## config.mk

```make
export PLATFORM = sky130hd
export DESIGN_NAME = hazard_stall_ctrl
export DESIGN_NICKNAME = d
export VERILOG_FILES = /design/src/rtl/hazard_stall_ctrl_pkg.sv /design/src/rtl/hazard_stall_ctrl_muldiv_sequencer.sv /design/src/rtl/hazard_stall_ctrl.sv
export SDC_FILE = /design/constraint.sdc
export NUM_CORES = 1
export LEC_CHECK = 0
export CAP_MARGIN = 5
export CORE_ASPECT_RATIO = 0.5
export CORE_UTILIZATION = 44
export CTS_CLUSTER_DIAMETER = 150
export DETAILED_ROUTE_END_ITERATION = 10
export GPL_TIMING_DRIVEN = 0
export PLACE_DENSITY = 0.84
export SLEW_MARGIN = 30
export SYNTH_ARGS = -nofsm -noshare
export SYNTH_HDL_FRONTEND = slang
export SYNTH_SLANG_ARGS = --single-unit
```

## constraint.sdc

```tcl
create_clock -name clk -period 4 [get_ports clk]
set_input_delay 1.2 -clock clk [delete_from_list [all_inputs] [get_ports clk]]
set_output_delay 1.2 -clock clk [all_outputs]
set_load 0.005 [all_outputs]
```

## src/rtl/hazard_stall_ctrl_pkg.sv

```systemverilog
// Shared definitions for the ID/EX hazard and stall controller.
// Holds default sizes, the R0 index and the muldiv sequencer state encoding.
package hazard_stall_ctrl_pkg;

  localparam int unsigned REG_NUM_WIDTH_DEF = 4;
  localparam int unsigned MULDIV_CYCLES_DEF = 8;
  localparam int unsigned CNT_WIDTH_DEF     = 4;
  localparam int unsigned PERF_WIDTH_DEF    = 16;

  // Multiply/divide results always land in R0
  localparam int unsigned R0_IDX = 0;

  typedef enum logic {
    IDLE    = 1'b0,
    MD_BUSY = 1'b1
  } md_state_e;

endpackage

```

## src/rtl/hazard_stall_ctrl_muldiv_sequencer.sv

```systemverilog
// Multiply/divide sequencer: tracks an in-flight muldiv and produces the
// one-cycle R0 write strobe when its result becomes valid.
// Ports:
//   clk, reset_n  clock and async active-low reset
//   issue         muldiv accepted this cycle (only honoured in IDLE)
//   busy          operation in flight (state is MD_BUSY)
//   write_r0      registered one-cycle strobe, high in the first IDLE cycle
module hazard_stall_ctrl_muldiv_sequencer
  import hazard_stall_ctrl_pkg::*;
#(
  parameter int unsigned MULDIV_CYCLES = MULDIV_CYCLES_DEF,
  parameter int unsigned CNT_WIDTH     = CNT_WIDTH_DEF
) (
  input  logic clk,
  input  logic reset_n,
  input  logic issue,
  output logic busy,
  output logic write_r0
);

  md_state_e            state_q, state_d;
  logic [CNT_WIDTH-1:0] cnt_q, cnt_d;
  logic                 write_r0_d;

  // State, countdown and strobe registers
  always_ff @(posedge clk or negedge reset_n) begin
    if (!reset_n) begin
      state_q  <= IDLE;
      cnt_q    <= '0;
      write_r0 <= 1'b0;
    end else begin
      state_q  <= state_d;
      cnt_q    <= cnt_d;
      write_r0 <= write_r0_d;
    end
  end

  // Next state: countdown from MULDIV_CYCLES-1, leave MD_BUSY when it hits 1
  always_comb begin
    state_d    = state_q;
    cnt_d      = cnt_q;
    write_r0_d = 1'b0;
    case (state_q)
      IDLE: begin
        cnt_d = '0;
        if (issue) begin
          state_d = MD_BUSY;
          cnt_d   = CNT_WIDTH'(MULDIV_CYCLES - 1);
        end
      end
      MD_BUSY: begin
        cnt_d = cnt_q - CNT_WIDTH'(1);
        if (cnt_q == CNT_WIDTH'(1)) begin
          state_d    = IDLE;
          write_r0_d = 1'b1;
        end
      end
      default: begin
        state_d = IDLE;
        cnt_d   = '0;
      end
    endcase
  end

  assign busy = (state_q == MD_BUSY);

endmodule

```

## src/rtl/hazard_stall_ctrl.sv

```systemverilog
// ID/EX hazard controller: inserts a single bubble for uncovered load-use
// hazards, issues and tracks the multi-cycle muldiv unit (result in R0),
// stalls dependents until the R0 write strobe, and counts stall cycles.
// Ports:
//   clk, reset_n                    clock and async active-low reset
//   rn_1_id, rn_2_id, use_rn_1/2    source operands of the ID instruction
//   id_is_muldiv                    ID instruction is a multiply/divide
//   rn_1_ex, ex_mem_read,
//   ex_write_reg                    destination / load info of EX instruction
//   flush                           IF/ID flush, suppresses stall and issue
//   stall_pc, stall_if_id,
//   bubble_id_ex                    combinational stall controls
//   muldiv_start                    combinational issue strobe
//   muldiv_busy                     muldiv operation in flight
//   write_r0                        registered one-cycle R0 write strobe
//   stall_cycles                    saturating stalled-cycle counter
module hazard_stall_ctrl
  import hazard_stall_ctrl_pkg::*;
#(
  parameter int unsigned REG_NUM_WIDTH = REG_NUM_WIDTH_DEF,
  parameter int unsigned MULDIV_CYCLES = MULDIV_CYCLES_DEF,
  parameter int unsigned CNT_WIDTH     = CNT_WIDTH_DEF,
  parameter int unsigned PERF_WIDTH    = PERF_WIDTH_DEF
) (
  input  logic                     clk,
  input  logic                     reset_n,
  input  logic [REG_NUM_WIDTH-1:0] rn_1_id,
  input  logic [REG_NUM_WIDTH-1:0] rn_2_id,
  input  logic                     use_rn_1,
  input  logic                     use_rn_2,
  input  logic                     id_is_muldiv,
  input  logic [REG_NUM_WIDTH-1:0] rn_1_ex,
  input  logic                     ex_mem_read,
  input  logic                     ex_write_reg,
  input  logic                     flush,
  output logic                     stall_pc,
  output logic                     stall_if_id,
  output logic                     bubble_id_ex,
  output logic                     muldiv_start,
  output logic                     muldiv_busy,
  output logic                     write_r0,
  output logic [PERF_WIDTH-1:0]    stall_cycles
);

  localparam logic [REG_NUM_WIDTH-1:0] R0 = REG_NUM_WIDTH'(R0_IDX);

  logic hit_1, hit_2, load_use;
  logic reads_r0, r0_dep, stall;

  // Load-use: forwarding cannot supply a load result to the very next op
  assign hit_1    = use_rn_1 && (rn_1_id == rn_1_ex);
  assign hit_2    = use_rn_2 && (rn_2_id == rn_1_ex);
  assign load_use = ex_mem_read && ex_write_reg && (hit_1 || hit_2);

  // R0 dependency: any R0 reader or a second muldiv waits for the result
  assign reads_r0 = (use_rn_1 && (rn_1_id == R0)) || (use_rn_2 && (rn_2_id == R0));
  assign r0_dep   = muldiv_busy && (reads_r0 || id_is_muldiv);

  assign stall        = !flush && (load_use || r0_dep);
  assign stall_pc     = stall;
  assign stall_if_id  = stall;
  assign bubble_id_ex = stall;

  // Issue is held off by a load-use bubble; busy already covers r0_dep
  assign muldiv_start = !muldiv_busy && id_is_muldiv && !flush && !load_use;

  hazard_stall_ctrl_muldiv_sequencer #(
    .MULDIV_CYCLES (MULDIV_CYCLES),
    .CNT_WIDTH     (CNT_WIDTH)
  ) u_seq (
    .clk      (clk),
    .reset_n  (reset_n),
    .issue    (muldiv_start),
    .busy     (muldiv_busy),
    .write_r0 (write_r0)
  );

  // Saturating stall-cycle counter
  always_ff @(posedge clk or negedge reset_n) begin
    if (!reset_n) begin
      stall_cycles <= '0;
    end else if (stall && (stall_cycles != {PERF_WIDTH{1'b1}})) begin
      stall_cycles <= stall_cycles + PERF_WIDTH'(1);
    end
  end

endmodule

```

==> flow_summary_export.csv, run 1 <==
group,metric,value,unit
status,status,"finished with violations",
status,violations,"design-rule violations, negative setup slack",
final_layout,regArea,551,um^2
setup_path,endpoint,"stall_if_id",
placement,place.gp.congestion,0.756,
die,chipHeight,39.2,um
global_routing,grt_pass1_vias,1136,
logic_synthesis,syn_inst,118,
drt,drt_iter0_drc,71,
die,ios,42,
final_layout,nets,205,
die,dieArea,2990,um^2
sta,finalHoldViolCount,0,
logic_synthesis,synthDistinctLibCells,29,
die,fp.dieW,76.3,um
setup_path,ff2ff_setup_slack,0.97,ns
power,power_leakage,0.866,nW
logic_synthesis,avgSynthCellArea,10.3,um^2
final_layout,drive_above_1_share,25.4,%
sta,tightest_slew,0.757,ns
cts,clock-sinks,22,
flow_run,maxCapViolCount,0,
die,core,2600,um^2
power,switching_share,32.0,%
cts,tritoncts.num_buffers,3,
setup_path,start_kind,"input port",
placement,dp_slack,-0.901,ns
sta,setup_viol,2,
cts,cts_root_buf,"clkbuf_8",
sta,clock_skew,0.00198,ns
setup_path,worstReg2RegEnd,"stall_cycles[3]",
final_layout,fillers,193,
hold_path,hp-class,"reg2reg",
sta,fin_crit_sh,100,%
drt,wl_per_cell,14.8,um
die,rows,13,
setup_path,worstSetupPathType,"in2out",
global_routing,antenna_found_initial,0,
drt,drc,2,
sta,worst_slack,-0.0174,ns
setup_path,r2r_cells,18,
logic_synthesis,netlist_area,1210,um^2
drt,drt_wl_total,3230,um
sta,fmax,0.249,GHz
setup_path,reg2reg_from,"u_seq.busy",
cts,cts-hold-fix-buffers,0,
final_layout,area_delta_synth_final,55.8,%
global_routing,grt_use_total,24.2,%
sta,period_minus_slack,4.02,ns
cts,path_clk_slew,0.07,ns
cts,cts-htree-levels,1,
drt,num_vias,1162,
logic_synthesis,yosys_warnings,0,
setup_path,cp-end-kind,"output port",
drt,ant_nets,0,
global_routing,grt_max_degree,23,
placement,hpwlAfterDp,2020,um
sta,rsz0062_at_grt,"true",
cts,clock_latency,0.26,ns
global_routing,grt_remaining_overflow,0,
sta,slew_headroom,49.1,%
drt,firstDrtPassIters,7,
logic_synthesis,syn_nets,141,
power,pwr-share-clk,18.6,%
power,p_per_area,450,nW/um^2
drt,viasPerCell,5.33,
sta,maxSlewViolCount,0,
global_routing,grt_pass1_wl,5220,um
final_layout,multi_input_area,654,um^2
power,p_switching,0.272,mW
cts,cts_tree,"done",
logic_synthesis,synth-seq-cells,22,
power,power_frac_comb,42.8,%
setup_path,worstPathArrival,2.82,ns
sta,hold-worst-slack,0.511,ns
setup_path,startpoint,"rn_2_id[1]",
final_layout,num_antenna_cells,0,
power,worst_ir_drop_vdd,0.248,mV
die,start_util,46.7,%
placement,io_buffers,41,
cts,clockBufferDepth,2,
logic_synthesis,ys_seq_area_share,45.3,%
power,intPower,0.579,mW
power,seq_power_share,38.6,%
setup_path,cp_max_fo,5,
setup_path,cp.required,2.80,ns
==> power groups by stage <==
| stage | combinational [mW] | sequential [mW] | clock, mW |
|---|---|---|---|
| 2_1_floorplan | 0.139 | 0.324 | 0 |
| 3_3_place_gp | 0.266 | 0.328 | 0 |
| 3_5_place_dp | 0.274 | 0.331 | 0 |
| 4_1_cts | 0.348 | 0.326 | 0.162 |
| 5_1_grt | 0.400 | 0.337 | 0.172 |
| 6_report | 0.365 | 0.328 | 0.159 |
==> layout make-up <==
class | count | area share (%)
multi-input combinational | 86 | 34.6
sequential | 22 | 29.1
timing repair buffer | 60 | 28.0
clock buffer | 4 | 2.91
tap | 37 | 2.45
buffer | 4 | 1.98
inverter | 5 | 0.991
==> metrics by stage <==
step / instance area, um^2 / total power [mW] / instances / setup TNS, ns / utilization (%)
after floorplan: 1210 / 0.463 / 118 / 0 / -
after global placement: 1670 / 0.594 / 196 / -2.82 / 64.2
final: 1890 / 0.852 / 218 / -0.0343 / 72.7
after detailed placement: 1670 / 0.605 / 196 / -2.89 / 64.2
after CTS: 1890 / 0.836 / 220 / -0.00539 / 72.5
after global routing: 1890 / 0.910 / 218 / -0.271 / 72.7
==> worst min path at each step <==
| stage | startpoint | end | slack (ns) | cells past startpoint |
|---|---|---|---|---|
| 6_report | stall_cycles[13] | stall_cycles[13] | 0.51 | 1 |
| 5_1_grt | stall_cycles[13] | stall_cycles[13] | 0.51 | 1 |
| 4_1_cts | stall_cycles[6] | stall_cycles[6] | 0.51 | 1 |
| 3_5_place_dp | stall_cycles[6] | stall_cycles[6] | 0.49 | 1 |
| 3_3_place_gp | stall_cycles[13] | stall_cycles[13] | 0.49 | 1 |
| 2_1_floorplan | u_seq.cnt_q[0] | u_seq.cnt_q[0] | 0.48 | 1 |
==> critical path: stages <==
cell     delay [ns]
buf_6          0.09
or4b_1         0.52
or3_1          0.34
nand3_2        0.11
buf_6          0.09
o31a_1         0.16
buf_6          0.14
buf_6          0.09
buf_6          0.08
==> cells in the mapped netlist, drive strengths merged <==
| library cell | count | area (um^2) |
|---|---|---|
| buf | 4 | 27.5 |
| and3 | 3 | 18.8 |
| clkbuf | 1 | 3.75 |
| inv | 5 | 18.8 |
| nand3 | 9 | 50.1 |
| a21oi | 2 | 10.0 |
| nand2 | 7 | 26.3 |
| xnor2 | 15 | 131 |
| o31a | 1 | 8.76 |
| mux2 | 1 | 11.3 |
| nor2 | 5 | 18.8 |
| nor4 | 1 | 12.5 |
| nor4b | 1 | 8.76 |
| nor3 | 5 | 30.0 |
| nand4 | 7 | 43.8 |
| and4b | 1 | 10.0 |
| and2 | 2 | 12.5 |
| or3 | 2 | 12.5 |
| or4b | 3 | 30.0 |
| a31oi | 2 | 12.5 |
| a41oi | 4 | 35.0 |
| xor2 | 6 | 52.6 |
| ha | 3 | 37.5 |
| dfrtp | 22 | 551 |
| o21ai | 3 | 15.0 |
| and4 | 3 | 26.3 |
==> flip-flops by register name (all words and copies together) (netlist names) <==
name / flops
u_seq.write_r0: 1
u_seq.cnt_q: 4
stall_cycles: 16
u_seq.busy: 1
==> routing by layer <==
metal	vias to the layer above	global-route usage [%]	wire length [um]
li1	550	-	-
met1	563	25.8	1320
met2	39	45.9	1710
met3	10	5.65	123
met4	0	16.3	80
met5	-	0	0
==> repair_timing <==
item                       in CTS  in global routing
resized for setup              57                 11
pin swaps                      10                 10
buffers inserted               20                  1
setup endpoints to repair       4                  5
==> cell usage in the layout (no fill, tap or decap), types with 2 or more instances in the layout <==
master / n
clkdlybuf4s50_1: 23
dfrtp_1: 22
buf_4: 18
xnor2_1: 14
buf_6: 10
nand3_1: 8
nand4_1: 7
nand2_1: 7
inv_1: 5
nor2_1: 5
dlygate4sd2_1: 5
xor2_1: 4
a41oi_1: 4
clkbuf_8: 4
buf_2: 4
o21ai_0: 3
nor3_1: 3
and4_1: 3
and3_1: 3
ha_1: 3
xor2_2: 2
nor3_2: 2
or4b_1: 2
or3_1: 2
a21oi_1: 2
and2_1: 2
a31oi_1: 2
clkbuf_2: 2
==> cells by family after synthesis <==
group	share of synthesized area, %
AO/OA/AOI/OAI	6.69
XOR/XNOR	15.1
adder cells (fa/ha/maj)	3.09
buffers and inverters	4.12
flip-flops	45.3
multiplexers	0.927
AND/OR/NAND/NOR	24.7
Note: power is estimated with default switching activity, not from simulation.
==> run 2: changes to the inputs <==
CTS_CLUSTER_DIAMETER = unset   (was 150)
SETUP_SLACK_MARGIN = 0.15   (was unset)
==> run 2 against run 1 <==
Effect of this change: clock power barely moved; combinational power up 19%; via count is 9.0% higher; the run ends with design-rule violations left; die area stayed put; critical path type is now in2reg; sequential power is 2% higher; sequential cell count unchanged; largest power group unchanged; largest cell class is now buffers.
==> flow_summary_export.csv, run 2 (synthesized netlist as in run 1, its figures left out) <==
group,metric,value,unit
cts,clockBufferDepth,2,
power,worst_ir_drop_vdd,0.362,mV
sta,setup_viol,0,
cts,cts_root_buf,"clkbuf_8",
global_routing,antenna_found_initial,0,
final_layout,final_area,2010,um^2
sta,clock_skew,0.00223,ns
placement,hpwlAfterDp,2020,um
placement,dp_cells,196,
drt,wl_per_cell,16.1,um
setup_path,endpoint,"stall_cycles[3]",
setup_path,cp.required,4.16,ns
sta,maxSlewViolCount,0,
sta,period_minus_slack,3.97,ns
final_layout,reg.largest.list,"stall_cycles: 16 flops, u_seq.cnt_q: 4 flops",
drt,drt_wl_total,3600,um
final_layout,regArea,551,um^2
die,start_util,46.7,%
power,power_leakage,0.928,nW
final_layout,fillers,159,
die,ios,42,
final_layout,top_register,"stall_cycles",
cts,cts-htree-levels,1,
final_layout,nets,211,
die,core,2600,um^2
drt,drc,2,
global_routing,grt_max_degree,23,
die,fp.dieW,76.3,um
placement,place_area,1670,um^2
global_routing,grt_pass1_vias,1140,
setup_path,worstReg2RegEnd,"stall_cycles[3]",
placement,place.gp.congestion,0.756,
die,rows,13,
setup_path,reg2reg_from,"u_seq.busy",
setup_path,start_kind,"input port",
status,violations,"design-rule violations",
cts,path_clk_slew,0.08,ns
drt,viasPerCell,5.65,
setup_path,startpoint,"rn_2_id[2]",
final_layout,layout_common_cells,"buf_6 (24), dfrtp_1 (22), clkdlybuf4s50_1 (21)",
die,dieArea,2990,um^2
flow_run,maxCapViolCount,0,
sta,tns,0,ns
sta,slew_headroom,48.6,%
sta,fmax,0.252,GHz
status,status,"finished with violations",
setup_path,cp-end-kind,"register",
global_routing,grt_pass1_wl,5020,um
sta,finalHoldViolCount,0,
sta,fin_crit_sh,99.3,%
hold_path,hp-class,"reg2reg",
cts,cts_tree,"done",
hold_path,hold_depth,1,
global_routing,grt_remaining_overflow,0,
sta,hold-worst-slack,0.507,ns
drt,firstDrtPassIters,7,
final_layout,utilization,77.4,%
setup_path,worstPathArrival,4.13,ns
final_layout,multi_input_area,661,um^2
global_routing,grt_use_total,23.1,%
setup_path,cp_max_fo,2,
placement,io_buffers,41,
sta,tightest_slew,0.765,ns
drt,drt_iter0_drc,56,
die,chipHeight,39.2,um
setup_path,worstSetupPathType,"in2reg",
drt,num_vias,1266,
setup_path,ff2ff_setup_slack,0.90,ns
final_layout,area_delta_synth_final,65.7,%
drt,ant_nets,0,
final_layout,largest_reg_flops,16,
sta,rsz0062_at_grt,"true",
power,p_per_area,461,nW/um^2
final_layout,mostFrequentLayoutCell,"buf_6",
final_layout,instances_no_fill,224,
final_layout,drive_above_1_share,27.8,%
setup_path,r2r_cells,20,
placement,dp_slack,-0.901,ns
cts,clock-sinks,22,
cts,tritoncts.num_buffers,3,
cts,clock_latency,0.27,ns
final_layout,num_antenna_cells,0,
power,finalPower,0.929,mW
sta,worst_slack,0.0266,ns
==> run 2: how the worst min path moves through the flow <==
stage | endpoint | slack [ns] | start
2_1_floorplan | u_seq.cnt_q[0] | 0.48 | u_seq.cnt_q[0]
3_3_place_gp | stall_cycles[13] | 0.49 | stall_cycles[13]
3_5_place_dp | stall_cycles[6] | 0.49 | stall_cycles[6]
4_1_cts | stall_cycles[6] | 0.51 | stall_cycles[6]
5_1_grt | stall_cycles[13] | 0.52 | stall_cycles[13]
6_report | stall_cycles[6] | 0.51 | stall_cycles[6]
==> run 2: critical path, cell delays in order <==
cell and delay [ns]:
buf_6 0.09, or4b_1 0.50, or3_1 0.33, nand3_2 0.10, buf_6 0.09, buf_6 0.08, buf_6 0.08, buf_6 0.08
buf_6 0.08, buf_6 0.09, buf_6 0.09, buf_6 0.08, buf_6 0.08, buf_6 0.08, buf_6 0.08, buf_6 0.08
buf_6 0.09, buf_6 0.09, nor3_4 0.04, or4b_4 0.55, xnor2_2 0.15
==> run 2: cell type report <==
cell class | instances | share of cell area (%)
Inverter | 5 | 0.932
Timing Repair Buffer | 65 | 31.3
Clock buffer | 4 | 2.73
Tap cell | 37 | 2.30
Buffer | 5 | 2.61
Sequential cell | 22 | 27.3
Multi-Input combinational cell | 86 | 32.8
==> run 2: report_power, final <==
part | switching (mW) | leakage [nW] | internal [mW] | total [mW]
sequential | 0.0589 | 0.291 | 0.275 | 0.334
combinational | 0.175 | 0.608 | 0.259 | 0.434
clock | 0.0734 | 0.0288 | 0.0879 | 0.161
==> run 2: routing by layer <==
layer / part of all wire (%) / GRT usage (%) / wire [um] / up-vias
li1: - / - / - / 564
met1: 40 / 24.6 / 1430 / 632
met2: 53 / 45.0 / 1910 / 58
met3: 4.9 / 5.41 / 175 / 12
met4: 2.4 / 13.0 / 85 / 0
met5: 0 / 0 / 0 / -
==> run 2: repair_timing <==
item	4_1_cts	5_1_grt
hold buffers	0	0
resized for setup	65	22
setup buffers	22	2
pin swaps	10	15
endpoints found under the setup margin	4	6
==> run 3: changes to the inputs <==
CORE_UTILIZATION = 45   (was 44)
CTS_BUF_LIST = sky130_fd_sc_hd__clkbuf_4   (was unset)
PLACE_DENSITY = 0.86   (was 0.84)
==> run 3 against run 2 <==
Effect of this change: die area is 2.1% lower; clock power is 34% lower; the flow finishes with violations (negative setup slack); core utilization is 13 points higher.
==> flow_summary_export.csv, run 3 (synthesized netlist as in run 1, its figures left out) <==
group,metric,value,unit
power,p_switching,0.362,mW
placement,place.gp.congestion,0.782,
setup_path,cp.required,4.21,ns
global_routing,grt_remaining_overflow,0,
final_layout,instances_no_fill,240,
sta,tightest_slew,0.902,ns
power,finalPower,0.974,mW
global_routing,grt_pass1_vias,1456,
global_routing,antenna_found_initial,0,
cts,clockBufferDepth,2,
hold_path,hp-class,"reg2reg",
sta,clock_skew,0.0132,ns
global_routing,grt_max_degree,23,
die,ios,42,
setup_path,max_stage_delay,0.55,ns
cts,clock-sinks,22,
final_layout,largest_reg_flops,16,
sta,maxSlewViolCount,0,
die,start_util,51.2,%
sta,finalHoldViolCount,0,
setup_path,worstPathArrival,4.28,ns
flow_run,maxCapViolCount,0,
drt,drt_iter0_drc,201,
sta,period_minus_slack,4.07,ns
final_layout,nets,229,
drt,drt_wl_total,5660,um
setup_path,reg2reg_from,"u_seq.busy",
final_layout,num_antenna_cells,0,
drt,wl_per_cell,23.6,um
die,dieArea,2920,um^2
setup_path,startpoint,"rn_2_id[3]",
cts,cts-hold-fix-buffers,0,
status,violations,"negative setup slack",
setup_path,worstSetupPathType,"in2reg",
power,power_leakage,1.01,nW
sta,slew_headroom,39.4,%
cts,path_clk_slew,0.13,ns
power,switching_share,37.2,%
die,fp.dieW,75.5,um
power,seq_power_share,36.0,%
placement,hpwlAfterDp,2150,um
power,intPower,0.612,mW
placement,dp_cells,194,
drt,ant_nets,0,
cts,cts_root_buf,"clkbuf_4",
final_layout,mostFrequentLayoutCell,"buf_4",
power,worst_ir_drop_vdd,0.366,mV
die,rows,12,
setup_path,cp_max_fo,2,
power,pwr-share-clk,10.8,%
final_layout,reg.largest.list,"stall_cycles: 16 flops, u_seq.cnt_q: 4 flops",
global_routing,grt_use_total,38.1,%
setup_path,cpLargestDelayFamily,"simple AND/OR/NAND/NOR gates",
sta,fin_crit_sh,102,%
placement,io_buffers,41,
sta,tns,-0.126,ns
setup_path,ff2ff_setup_slack,0.70,ns
power,p_per_area,453,nW/um^2
cts,tritoncts.num_buffers,3,
sta,worst_slack,-0.0665,ns
setup_path,cp.depth,22,
setup_path,start_kind,"input port",
hold_path,hold_depth,1,
global_routing,grt_pass1_wl,7600,um
final_layout,drive_above_1_share,38.0,%
drt,num_vias,1525,
setup_path,cpMostUsedCell,"buf_6",
sta,setup_viol,3,
setup_path,cp_num_buf_inv,16,
setup_path,crit_chain,"buf_6 -> or4b_4 -> or3_4 -> nand3_2 -> buf_6 -> buf_6 -> buf_6 -> buf_6 -> buf_6 -> buf_6 -> buf_6 -> buf_6 -> buf_6 -> buf_6 -> buf_6 -> buf_6 -> buf_6 -> buf_6 -> buf_6 -> nor3_4 -> or4b_4 -> xnor2_2",
final_layout,utilization,90.6,%
cts,cts-htree-levels,1,
final_layout,top_register,"stall_cycles",
power,power_frac_comb,53.2,%
setup_path,cp-end-kind,"register",
drt,firstDrtPassIters,5,
cts,cts_tree,"done",
sta,rsz0062_at_grt,"true",
placement,dp_slack,-0.951,ns
setup_path,r2r_cells,21,
die,core,2370,um^2
final_layout,layout_common_cells,"buf_4 (27), buf_6 (24), dfrtp_1 (22)",
final_layout,area_delta_synth_final,76.8,%
sta,fmax,0.246,GHz
cts,clock_latency,0.32,ns
drt,drc,0,
setup_path,cp_slowest_cell,"or4b_4",
status,status,"finished with violations",
drt,viasPerCell,6.35,
hold_path,hp-start,"stall_cycles[8]",
die,chipHeight,38.7,um
[run 3: changes by cell type in the layout (fill, tap and decap cells not counted), moves of 3 or more]
cell / before / now
buf_4: 10 / 27
clkbuf_2: 0 / 4
clkbuf_8: 4 / 0
dlygate4sd2_1: 4 / 0
clkbuf_4: 0 / 3
[run 3: final timing paths]
path,to
setup reg to reg,stall_cycles[3]
hold reg to reg,stall_cycles[8]
setup / recovery,stall_cycles[3]
hold / removal,stall_cycles[8]
min in group asynchronous,u_seq.cnt_q[1]
max in group asynchronous,stall_cycles[4]
[run 3: power groups by stage]
| stage | clock network [mW] | logic [mW] | registers, mW |
|---|---|---|---|
| after floorplan | 0 | 0.139 | 0.324 |
| after global placement | 0 | 0.265 | 0.329 |
| after detailed placement | 0 | 0.277 | 0.332 |
| after CTS | 0.104 | 0.413 | 0.328 |
| after global routing | 0.116 | 0.538 | 0.352 |
| final | 0.106 | 0.518 | 0.350 |
[run 3: timing repair]
action / CTS / global route
setup buffers: 37 / 5
pin swaps: 12 / 13
resized for setup: 75 / 31
endpoints found under the setup margin: 4 / 10
cloned: 0 / 0
[run 3: per-layer routing]
metal  routed length (um)  vias to the layer above  GRT usage [%]
met5                    0                        -              0
met4                  361                        0           19.9
met3                  630                       53           8.07
met2                 2520                      151           62.5
met1                 2140                      721           48.3
li1                     -                      600              -
[run 3: worst register-to-register path, stage by stage, from the launching register on]
cell	delay [ns]
dfrtp_1	0.48
inv_1	0.20
or3_4	0.43
nand3_2	0.10
buf_6	0.11
buf_6	0.08
buf_6	0.08
buf_6	0.08
buf_6	0.08
buf_6	0.08
buf_6	0.08
buf_6	0.08
buf_6	0.08
buf_6	0.08
buf_6	0.08
buf_6	0.08
buf_6	0.08
buf_6	0.08
buf_6	0.09
nor3_4	0.04
or4b_4	0.54
xnor2_2	0.16
[run 3: cell type report]
cell class / instances / area [um^2]
Buffer: 5 / 52.6
Clock buffer: 3 / 22.5
Clock inverter: 1 / 3.75
Fill cell: 99 / 224
Inverter: 5 / 18.8
Multi-Input combinational cell: 86 / 697
Sequential cell: 22 / 551
Tap cell: 35 / 43.8
Timing Repair Buffer: 83 / 759
[run 3: per-stage QoR]
step	cell area [um^2]	hold slack, ns
after floorplan	1210	0.476
after global placement	1670	0.484
after detailed placement	1670	0.485
after global routing	2150	0.558
after CTS	2040	0.505
final	2150	0.527
